**config.mk**
```make
export PLATFORM = sky130hd
export DESIGN_NAME = pll_vcophs_rotator
export DESIGN_NICKNAME = d
export VERILOG_FILES = /design/src/rtl/pll_bclksclk_pkg.sv /design/src/rtl/pll_phs_tap.sv /design/src/rtl/pll_vcophs_rotator.sv
export SDC_FILE = /design/constraint.sdc
export NUM_CORES = 1
export LEC_CHECK = 0
export ABC_AREA = 1
export CELL_PAD_IN_SITES_DETAIL_PLACEMENT = 1
export CELL_PAD_IN_SITES_GLOBAL_PLACEMENT = 2
export CORE_MARGIN = 5
export CORE_UTILIZATION = 33
export CTS_CLUSTER_DIAMETER = 120
export DETAILED_ROUTE_END_ITERATION = 10
export PLACE_DENSITY_LB_ADDON = 0.1
export REMOVE_ABC_BUFFERS = 1
export SYNTH_ARGS = -nofsm -noshare
export SYNTH_HDL_FRONTEND = slang
export SYNTH_SLANG_ARGS = --single-unit
```
**constraint.sdc**
```tcl
create_clock -name sclk -period 3.4 [get_ports sclk]
set_input_delay 1.02 -clock sclk [delete_from_list [all_inputs] [get_ports sclk]]
set_output_delay 1.02 -clock sclk [all_outputs]
set_load 0.1 [all_outputs]
```
**src/rtl/pll_bclksclk_pkg.sv**
```systemverilog
// Shared types and constants for the VCO phase-select rotator and its tap registers.
package pll_bclksclk_pkg;

   localparam int TAP_W   = 3;
   localparam int TAP_CNT = 8;
   localparam int ROT_W   = 7;
   localparam int CNT_W   = 5;

   localparam logic [ROT_W-1:0] ROT_MAX = 7'd127;

   typedef enum logic [1:0] {
      ST_IDLE   = 2'd0,
      ST_LOAD   = 2'd1,
      ST_SETTLE = 2'd2,
      ST_DONE   = 2'd3
   } rot_state_t;

   // One tap step around the ring, wrapping at both ends.
   function automatic logic [TAP_W-1:0] tap_step(input logic [TAP_W-1:0] tap,
                                                 input logic             up);
      if (up)
         tap_step = (tap == TAP_W'(TAP_CNT - 1)) ? '0 : tap + 1'b1;
      else
         tap_step = (tap == '0) ? TAP_W'(TAP_CNT - 1) : tap - 1'b1;
   endfunction

endpackage

```
**src/rtl/pll_phs_tap.sv**
```systemverilog
// Modulo-8 up/down phase tap register; load restores the initial tap.
module pll_phs_tap
   import pll_bclksclk_pkg::*;
#(
   parameter logic [TAP_W-1:0] PHS_INIT = 3'd0
) (
   input  logic             sclk,
   input  logic             reset,
   input  logic             load,
   input  logic             step,
   input  logic             dir,
   output logic [TAP_W-1:0] tap
);

   always_ff @(posedge sclk or posedge reset) begin
      if (reset)
         tap <= PHS_INIT;
      else if (load)
         tap <= PHS_INIT;
      else if (step)
         tap <= tap_step(tap, dir);
   end

endmodule

```
**src/rtl/pll_vcophs_rotator.sv**
```systemverilog
// VCO phase-select rotator: steps selected clock taps, then holds busy for a settle window.
//
// state  | meaning
// IDLE   | waiting for load or rotate request
// LOAD   | restore latched-select taps to PHS_INIT, clear rot_total
// SETTLE | busy; settle counter running down to 1
// DONE   | one-cycle rot_done pulse
module pll_vcophs_rotator
   import pll_bclksclk_pkg::*;
#(
   parameter int               SETTLE_CYCLES = 4,
   parameter logic [TAP_W-1:0] PHS_INIT      = 3'd0
) (
   input  logic             sclk,
   input  logic             reset,
   input  logic             loadphs_b,
   input  logic             vcophsel_rotate,
   input  logic             vcophsel_dir,
   input  logic             vcophsel_bclk_sel,
   input  logic             vcophsel_bclk90_sel,
   input  logic             vcophsel_sclk_sel,
   input  logic             vcophsel_mclk_sel,
   input  logic             clr_err,
   output logic [TAP_W-1:0] phs_bclk,
   output logic [TAP_W-1:0] phs_bclk90,
   output logic [TAP_W-1:0] phs_sclk,
   output logic [TAP_W-1:0] phs_mclk,
   output logic             busy,
   output logic             rot_done,
   output logic [ROT_W-1:0] rot_total,
   output logic             err_overrun,
   output logic             err_nosel
);

   rot_state_t       state, state_nxt;
   logic [CNT_W-1:0] settle_cnt;
   logic [3:0]       sel, sel_q, tap_ld, tap_st;
   logic             load_req, any_sel, rot_accept, load_accept;
   logic             ovr_evt, nosel_evt;

   assign sel         = {vcophsel_mclk_sel, vcophsel_sclk_sel, vcophsel_bclk90_sel, vcophsel_bclk_sel};
   assign any_sel     = |sel;
   assign load_req    = ~loadphs_b;
   assign rot_accept  = (state == ST_IDLE) && !load_req && vcophsel_rotate && any_sel;
   assign load_accept = load_req && (state != ST_LOAD);
   assign ovr_evt     = vcophsel_rotate && !load_req && ((state == ST_SETTLE) || (state == ST_DONE));
   assign nosel_evt   = vcophsel_rotate && !load_req && (state == ST_IDLE) && !any_sel;

   always_ff @(posedge sclk or posedge reset) begin
      if (reset)
         state <= ST_IDLE;
      else
         state <= state_nxt;
   end

   always_comb begin
      state_nxt = state;
      case (state)
         ST_IDLE: begin
            if (load_req)
               state_nxt = ST_LOAD;
            else if (vcophsel_rotate && any_sel)
               state_nxt = ST_SETTLE;
         end
         ST_LOAD:
            state_nxt = ST_IDLE;
         ST_SETTLE: begin
            if (load_req)
               state_nxt = ST_LOAD;
            else if (settle_cnt <= CNT_W'(1))
               state_nxt = ST_DONE;
         end
         ST_DONE: begin
            if (load_req)
               state_nxt = ST_LOAD;
            else
               state_nxt = ST_IDLE;
         end
         default:
            state_nxt = ST_IDLE;
      endcase
   end

   always_comb begin
      busy     = (state == ST_SETTLE);
      rot_done = (state == ST_DONE);
      tap_ld   = (state == ST_LOAD) ? sel_q : 4'b0000;
      tap_st   = rot_accept ? sel : 4'b0000;
   end

   always_ff @(posedge sclk or posedge reset) begin
      if (reset)
         settle_cnt <= '0;
      else if (rot_accept)
         settle_cnt <= CNT_W'(SETTLE_CYCLES);
      else if (state == ST_SETTLE)
         settle_cnt <= (load_req || settle_cnt == '0) ? '0 : settle_cnt - 1'b1;
   end

   // Load selects are captured at acceptance and applied during the LOAD cycle.
   always_ff @(posedge sclk or posedge reset) begin
      if (reset)
         sel_q <= 4'b0000;
      else if (load_accept)
         sel_q <= sel;
   end

   always_ff @(posedge sclk or posedge reset) begin
      if (reset)
         rot_total <= '0;
      else if (state == ST_LOAD)
         rot_total <= '0;
      else if (rot_accept && rot_total != ROT_MAX)
         rot_total <= rot_total + 1'b1;
   end

   // A same-cycle error event wins over clr_err.
   always_ff @(posedge sclk or posedge reset) begin
      if (reset) begin
         err_overrun <= 1'b0;
         err_nosel   <= 1'b0;
      end else begin
         if (ovr_evt)
            err_overrun <= 1'b1;
         else if (clr_err)
            err_overrun <= 1'b0;
         if (nosel_evt)
            err_nosel <= 1'b1;
         else if (clr_err)
            err_nosel <= 1'b0;
      end
   end

   pll_phs_tap #(.PHS_INIT(PHS_INIT)) u_tap_bclk (
      .sclk(sclk), .reset(reset), .load(tap_ld[0]), .step(tap_st[0]),
      .dir(vcophsel_dir), .tap(phs_bclk)
   );

   pll_phs_tap #(.PHS_INIT(PHS_INIT)) u_tap_bclk90 (
      .sclk(sclk), .reset(reset), .load(tap_ld[1]), .step(tap_st[1]),
      .dir(vcophsel_dir), .tap(phs_bclk90)
   );

   pll_phs_tap #(.PHS_INIT(PHS_INIT)) u_tap_sclk (
      .sclk(sclk), .reset(reset), .load(tap_ld[2]), .step(tap_st[2]),
      .dir(vcophsel_dir), .tap(phs_sclk)
   );

   pll_phs_tap #(.PHS_INIT(PHS_INIT)) u_tap_mclk (
      .sclk(sclk), .reset(reset), .load(tap_ld[3]), .step(tap_st[3]),
      .dir(vcophsel_dir), .tap(phs_mclk)
   );

endmodule

```
==> flow_summary_export.csv <==
group,metric,value,unit
grt,via_count_of_the_first_global_routing_pass,1940,
finish,fillers,782,
detailed_routing,post-route-drc-count,0,
die,floorplan.die.width,90.03,microns
detailed_routing,drt_pre_antenna_iters,4,
synth,synth.yosys.warnings,0,
finish,final_layout_size_suffix_gt1_frac,0.1768,
placed_design,place.detailed.hpwl,4078,microns
sta,report.final.slew_viol_count,0,
sta,final_hold_viols,0,
grt,grt_pass1_wl,9308,microns
sta,setup_viol_count_final,0,
synth,synthesis.area_per_instance,7.798,sq um
worst_setup_path,setup.worst_path.start_class,"register",
finish,final_net_count,339,
clocking,cts_tree,"built",
worst_setup_path,crit_path_end_kind,"output pin",
sta,rsz0062_at_grt,"false",
die,start_util,0.3367,
die,floorplan.die_area,0.008105,sq mm
clocking,cts.root.buffer_cell,"sky130_fd_sc_hd__clkbuf_8",
worst_setup_path,timing_worst_setup_path_type,"reg2out",
grt,grt_use_total,0.1377,
hold_path,hold-path-endpoint,"sel_q[2]$_DFFE_PP0P_",
finish,area_growth_syn_to_layout,23.09,%
synth,ys_types,27,
sta,timing.slew.headroom,0.7132,
grt,grt_max_degree,33,
placed_design,port-buffer-count,32,
hold_path,whs_path_depth,2,
detailed_routing,dr.first_iter.drc_count,36,
finish,num_antenna_cells,0,
hold_path,hold_path_class,"reg2reg",
worst_setup_path,path_max_fanout,7,
placed_design,gp_congestion,0.7842,
detailed_routing,route.vias.total,1827,
synth,postSynthRegisterBits,32,
detailed_routing,vias_per_cell,4.709,
sta,fin_crit,2.409,ns
grt,initial_antenna_violation_count,0,
sta,tns,0,ns
clocking,cts-resized-gates,0,
clocking,clock_buffers_created_by_tritoncts,5,
detailed_routing,dr_wl_cell,13.33,microns
die,row_count,29,
worst_setup_path,r2r_start,"settle_cnt[0]$_DFFE_PP0P_",
die,die_y,90.03,microns
worst_setup_path,r2r-end,"settle_cnt[0]$_DFFE_PP0P_",
run_status,status,"complete, no violations",
clocking,insertion_delay,0.29,ns
detailed_routing,routed_wirelength,5173,microns
worst_setup_path,required_time_of_the_worst_setup_path,2.38,ns
worst_setup_path,worst-r2r-setup-slack,1.90,ns
finish,final_core_util,0.4144,
job,drv.max_cap_violation_count,0,
sta,worstMarginPinSlew,0.4303,ns
power,ir_drop,0.5948,mV
power,cellLeakagePower,1.377,nW
worst_setup_path,worstPathArrival,1.39,ns
clocking,maximum_root_to_sink_buffer_count,2,
detailed_routing,detail-route-antenna-nets,0,
clocking,hold_buffers,0,
grt,overflow,0,
clocking,cts_setup_buffers,0,
die,boundaryPins,33,
synth,mappedNetlistArea,0.002113,sq mm
power,p_per_area,960.0,mW/mm^2
worst_setup_path,timing.reg2reg.worst_path_depth,9,
sta,timing.clock.skew,0.007040,ns
sta,fmaxAchievable,0.4150,GHz
synth,synth-seq-area-share,0.3789,
die,coreArea,0.006277,sq mm
sta,period_share,0.7086,
clocking,cts.htree.levels,2,
hold_path,worst_hold_startpoint,"sel_q[2]$_DFFE_PP0P_",
clocking,cts.sinks,32,
synth,synthesis.instances,271,
clocking,clk_pin_slew_worst_paths,0.07,ns
==> through the flow <==
stage	hold WS, ns	instance area, sq um	worst slack (ns)	power [mW]	cells
2_1_floorplan	0.4422	2108	1.296	1.790	270
3_3_place_gp	0.4538	2475	0.8512	2.110	380
3_5_place_dp	0.4587	2475	0.8395	2.123	380
4_1_cts	0.4752	2601	0.9745	2.544	388
5_1_grt	0.5163	2601	0.9072	2.707	388
6_report	0.4697	2601	0.9906	2.497	388
==> layout make-up <==
class | instances | area, sq um | area share
Sequential cell | 32 | 800.8 | 0.3078
Multi-Input combinational cell | 199 | 1159 | 0.4454
Inverter | 39 | 148.9 | 0.05724
Clock buffer | 7 | 96.34 | 0.03704
Clock inverter | 1 | 30.03 | 0.01154
Timing Repair Buffer | 33 | 270.3 | 0.1039
Tap cell | 77 | 96.34 | 0.03704
==> state kept, by name, summed over array words and instances, names as in the netlist <==
signal            cells
err_nosel             1
err_overrun           1
rot_total             7
sel_q                 4
settle_cnt            5
state                 2
u_tap_bclk.tap        3
u_tap_bclk90.tap      3
u_tap_mclk.tap        3
u_tap_sclk.tap        3
==> placed cells by master (no fill, tap or decap) <==
cell / n
sky130_fd_sc_hd__a211oi_1: 1
sky130_fd_sc_hd__a21oi_1: 13
sky130_fd_sc_hd__buf_4: 24
sky130_fd_sc_hd__bufinv_16: 1
sky130_fd_sc_hd__clkbuf_8: 7
sky130_fd_sc_hd__clkdlybuf4s50_1: 9
sky130_fd_sc_hd__dfrtp_1: 32
sky130_fd_sc_hd__ha_1: 19
sky130_fd_sc_hd__inv_1: 33
sky130_fd_sc_hd__inv_2: 5
sky130_fd_sc_hd__inv_4: 1
sky130_fd_sc_hd__nand2_1: 69
sky130_fd_sc_hd__nand2_2: 4
sky130_fd_sc_hd__nand2_4: 2
sky130_fd_sc_hd__nand2_8: 1
sky130_fd_sc_hd__nand3_1: 30
sky130_fd_sc_hd__nand3b_1: 1
sky130_fd_sc_hd__nand4_1: 4
sky130_fd_sc_hd__nor2_1: 21
sky130_fd_sc_hd__nor2_2: 1
sky130_fd_sc_hd__nor2_4: 3
sky130_fd_sc_hd__nor2_8: 2
sky130_fd_sc_hd__nor3_1: 1
sky130_fd_sc_hd__o21ai_0: 9
sky130_fd_sc_hd__o21ai_1: 2
sky130_fd_sc_hd__o22ai_1: 4
sky130_fd_sc_hd__o32ai_1: 1
sky130_fd_sc_hd__or2_2: 4
sky130_fd_sc_hd__xnor2_1: 4
sky130_fd_sc_hd__xor2_1: 3
==> synth_stat cells <==
| master | n | area, sq um |
|---|---|---|
| sky130_fd_sc_hd__a211oi_1 | 1 | 7.510 |
| sky130_fd_sc_hd__o32ai_1 | 1 | 8.760 |
| sky130_fd_sc_hd__o22ai_1 | 4 | 25.02 |
| sky130_fd_sc_hd__nand2_1 | 69 | 259.0 |
| sky130_fd_sc_hd__nand3_1 | 30 | 150.1 |
| sky130_fd_sc_hd__nor2_4 | 3 | 33.78 |
| sky130_fd_sc_hd__o21ai_0 | 9 | 45.04 |
| sky130_fd_sc_hd__inv_1 | 33 | 123.9 |
| sky130_fd_sc_hd__nand2_4 | 2 | 22.52 |
| sky130_fd_sc_hd__nor2_8 | 2 | 40.04 |
| sky130_fd_sc_hd__or2_2 | 4 | 25.02 |
| sky130_fd_sc_hd__nor2_1 | 21 | 78.83 |
| sky130_fd_sc_hd__nand2_8 | 1 | 20.02 |
| sky130_fd_sc_hd__xnor2_1 | 4 | 35.03 |
| sky130_fd_sc_hd__buf_2 | 1 | 5.000 |
| sky130_fd_sc_hd__nor3_1 | 1 | 5.000 |
| sky130_fd_sc_hd__ha_1 | 19 | 237.7 |
| sky130_fd_sc_hd__a21oi_1 | 13 | 65.06 |
| sky130_fd_sc_hd__nand2_2 | 4 | 25.02 |
| sky130_fd_sc_hd__dfrtp_1 | 32 | 800.8 |
| sky130_fd_sc_hd__inv_2 | 5 | 18.77 |
| sky130_fd_sc_hd__nand3b_1 | 1 | 7.510 |
| sky130_fd_sc_hd__nand4_1 | 4 | 25.02 |
| sky130_fd_sc_hd__inv_4 | 1 | 6.260 |
| sky130_fd_sc_hd__o21ai_1 | 2 | 10.01 |
| sky130_fd_sc_hd__xor2_1 | 3 | 26.28 |
| sky130_fd_sc_hd__nor2_2 | 1 | 6.260 |
==> kinds of logic (layout without fill, tap and decap cells) <==
family          after synthesis  in the layout  share of synthesized area
fa+ha+maj                    19             19                     0.1125
flops                        32             32                     0.3789
simple gates                143            143                     0.3304
xor+xnor                      7              7                    0.02901
compound gates               30             30                    0.07637
buf+inv                      40             80                    0.07283
==> critical path: stages (launching register included) <==
cell and delay (ns):
sky130_fd_sc_hd__dfrtp_1 0.43, sky130_fd_sc_hd__inv_2 0.12, sky130_fd_sc_hd__nor2_4 0.21, sky130_fd_sc_hd__buf_4 0.34
==> layer usage <==
metal,GRT usage,vias up,part of all wire
met2,0.2262,25,0.46
met5,0,-,0
met4,0.04963,0,0.019
li1,-,946,-
met3,0.03088,9,0.035
met1,0.1766,847,0.48
==> how the worst max path moves through the flow <==
stage / start / to
final: state[1]$_DFFE_PP0P_ / busy
after global routing: state[1]$_DFFE_PP0P_ / busy
after CTS: state[1]$_DFFE_PP0P_ / busy
after detailed placement: vcophsel_dir / u_tap_bclk.tap[2]$_DFFE_PP0P_
after global placement: vcophsel_dir / u_tap_bclk.tap[2]$_DFFE_PP0P_
after floorplan: state[0]$_DFFE_PP0P_ / rot_done
==> power by group <==
group | switching (mW) | internal [mW]
clock | 0.146 | 0.259
sequential | 0.131 | 0.500
combinational | 1.06 | 0.399
total | 1.34 | 1.16
Note: power is estimated with default switching activity, not from simulation.
==> patch (config.mk and constraints unchanged) <==
Re-encode `rot_state_t` (4 states) as one-hot, 4 bits wide.
--- a/src/rtl/pll_bclksclk_pkg.sv
+++ b/src/rtl/pll_bclksclk_pkg.sv
@@ -8,11 +8,11 @@
 
    localparam logic [ROT_W-1:0] ROT_MAX = 7'd127;
 
-   typedef enum logic [1:0] {
-      ST_IDLE   = 2'd0,
-      ST_LOAD   = 2'd1,
-      ST_SETTLE = 2'd2,
-      ST_DONE   = 2'd3
+   typedef enum logic [3:0] {
+      ST_IDLE   = 4'b0001,
+      ST_LOAD   = 4'b0010,
+      ST_SETTLE = 4'b0100,
+      ST_DONE   = 4'b1000
    } rot_state_t;
 
    // One tap step around the ring, wrapping at both ends.
Behaviour: no difference found for any inputs over 10 cycles, from zero or initial values and one cycle with reset high; not proved beyond that.
==> patch against the original RTL <==
- setup slack got worse by 0.22 ns
- highest routed layer unchanged
- sequential cell count increased by 2
- design area rose by 6.4%
- critical path type unchanged
- wire length grew 13%
- total power down 1.1%
- cell count grew 11%
- critical path depth up 1
- synthesized area grew 9.4%
==> patch: results (changes against the original RTL) <==
Status = finished, final reports clean
Setup slack at placement = 0.914 ns (+0.0740 ns)
Max incr delay on CP = 0.49 ns (+0.06 ns)
Routed wire length = 5830 microns (+13%)
Commonest cells post-synth = nand2_1 (78), inv_1 (47), nand3_1 (34), dfrtp_1 (33), ha_1 (19)
Maximum vdd ir drop = 0.370 mV (-38%)
Area of the multi-input gates = 0.00124 sq mm (+6.9%)
Layout cells sized above 1 = 0.155 (-0.0216)
Slew margin rel. = 0.677 (-0.0366)
Clk cell area share = 0.0289 (-0.0197)
Final Wtd Congestion = 0.768 (-2.1%)
# nets final = 363 (+7.1%)
Final period util = 0.773 (+0.0645)
Critical Path AT = 1.61 ns (+0.22 ns)
Hold WS = 0.480 ns (+0.0101 ns)
Final setup skew = 0.00792 ns (+0.000877 ns)
Synth Area in Compound Gates = 0.0574 (-0.0190)
Dpl cell area = 0.00269 sq mm (+8.6%)
Largest regs = rot_total: 7 flops, settle_cnt: 5 flops
Met2 Track Usage GR = 0.241 (+0.0151)
GRT Util Overall = 0.143 (+0.00487)
First-pass GRT wire length = 9930 microns (+6.7%)
Multi-input gates = 207 (+4.0%)
# placed instances = 423 (+11%)
Dpl hpwl = 4490 microns (+10%)
Register area share after synthesis = 0.369 (-0.0104)
R2r startpoint = state[0]$_DFFE_PP1P_
CP max FO = 8 (+1)
Flip-flop and latch count after synthesis = 34 (+6.3%)
P_leak = 1.50 nW (+8.8%)
Vias per Instance = 4.75 (+0.91%)
Library cells used by synthesis = 31 (+15%)
Met3 Track Usage GR = 0.0288 (-0.00204)
Vias in the first global route = 2,099 (+8.2%)
Buffering overhead = 0.100 (-0.00358)
Mean routed wirelength per cell = 13.5 microns (+1.4%)
Tap Cells = 96 (+25%)
R2R cell count = 5 (-4)
R2R Path End = sel_q[3]$_DFFE_PP0P_
Clock Tree Buf Depth = 2 (unchanged)
Inverters = 52 (+33%)
Routing usage on met1 = 0.184 (+0.00708)
Largest net degree at the start of global routing = 35 (+6.1%)
Worst reg2reg setup slack = 1.80 ns (-0.10 ns)
Adder-cell share of the synthesized area = 0.103 (-0.00968)
Mean Syn Cell Area = 7.81 sq um (+0.17%)
Clkbuf count = 8 (+1)
DRT Pass-1 Iters = 5 (+1)
Top post-synthesis cells by area = dfrtp_1 (36%), nand2_1 (13%), ha_1 (10%)
Seq/total area = 0.308 (about the same)
Xor/xnor share of the synthesized area = 0.0341 (+0.00508)
# fillers = 847 (+8.3%)
Initial DRC Count = 52 (+44%)
## patch: changes by cell type in the layout (fill, tap and decap cells not counted), moves of 4 or more
cell     change
nand2_1      +9
a21oi_1      -5
nand3_1      +4
nor2_1      -11
inv_1       +14
o21ai_0      +4
nand4_1      +9
## patch: worst min-delay path, delay by kind of cell (launching register included)
kind / cells / cell delay [ns]
flip-flops: 1 / 0.35
AND/OR/NAND/NOR: 2 / 0.10
## patch: layer usage
layer	wire length, microns	vias up	part of all wire
met1	2800	990	0.48
met2	2750	30	0.47
met4	70	0	0.012
met5	0	-	0
met3	205	5	0.035
li1	-	1023	-
## patch: cells by family after synthesis
family | Yosys count
buf+inv | 55
simple gates | 154
xor+xnor | 9
compound gates | 25
flops | 34
fa+ha+maj | 19
## patch: report_power, final
part	leakage, nW	total [mW]	internal (mW)	switching, mW
Sequential	0.442	0.671	0.528	0.143
Combinational	1.02	1.50	0.403	1.10
Clock	0.0395	0.298	0.146	0.152
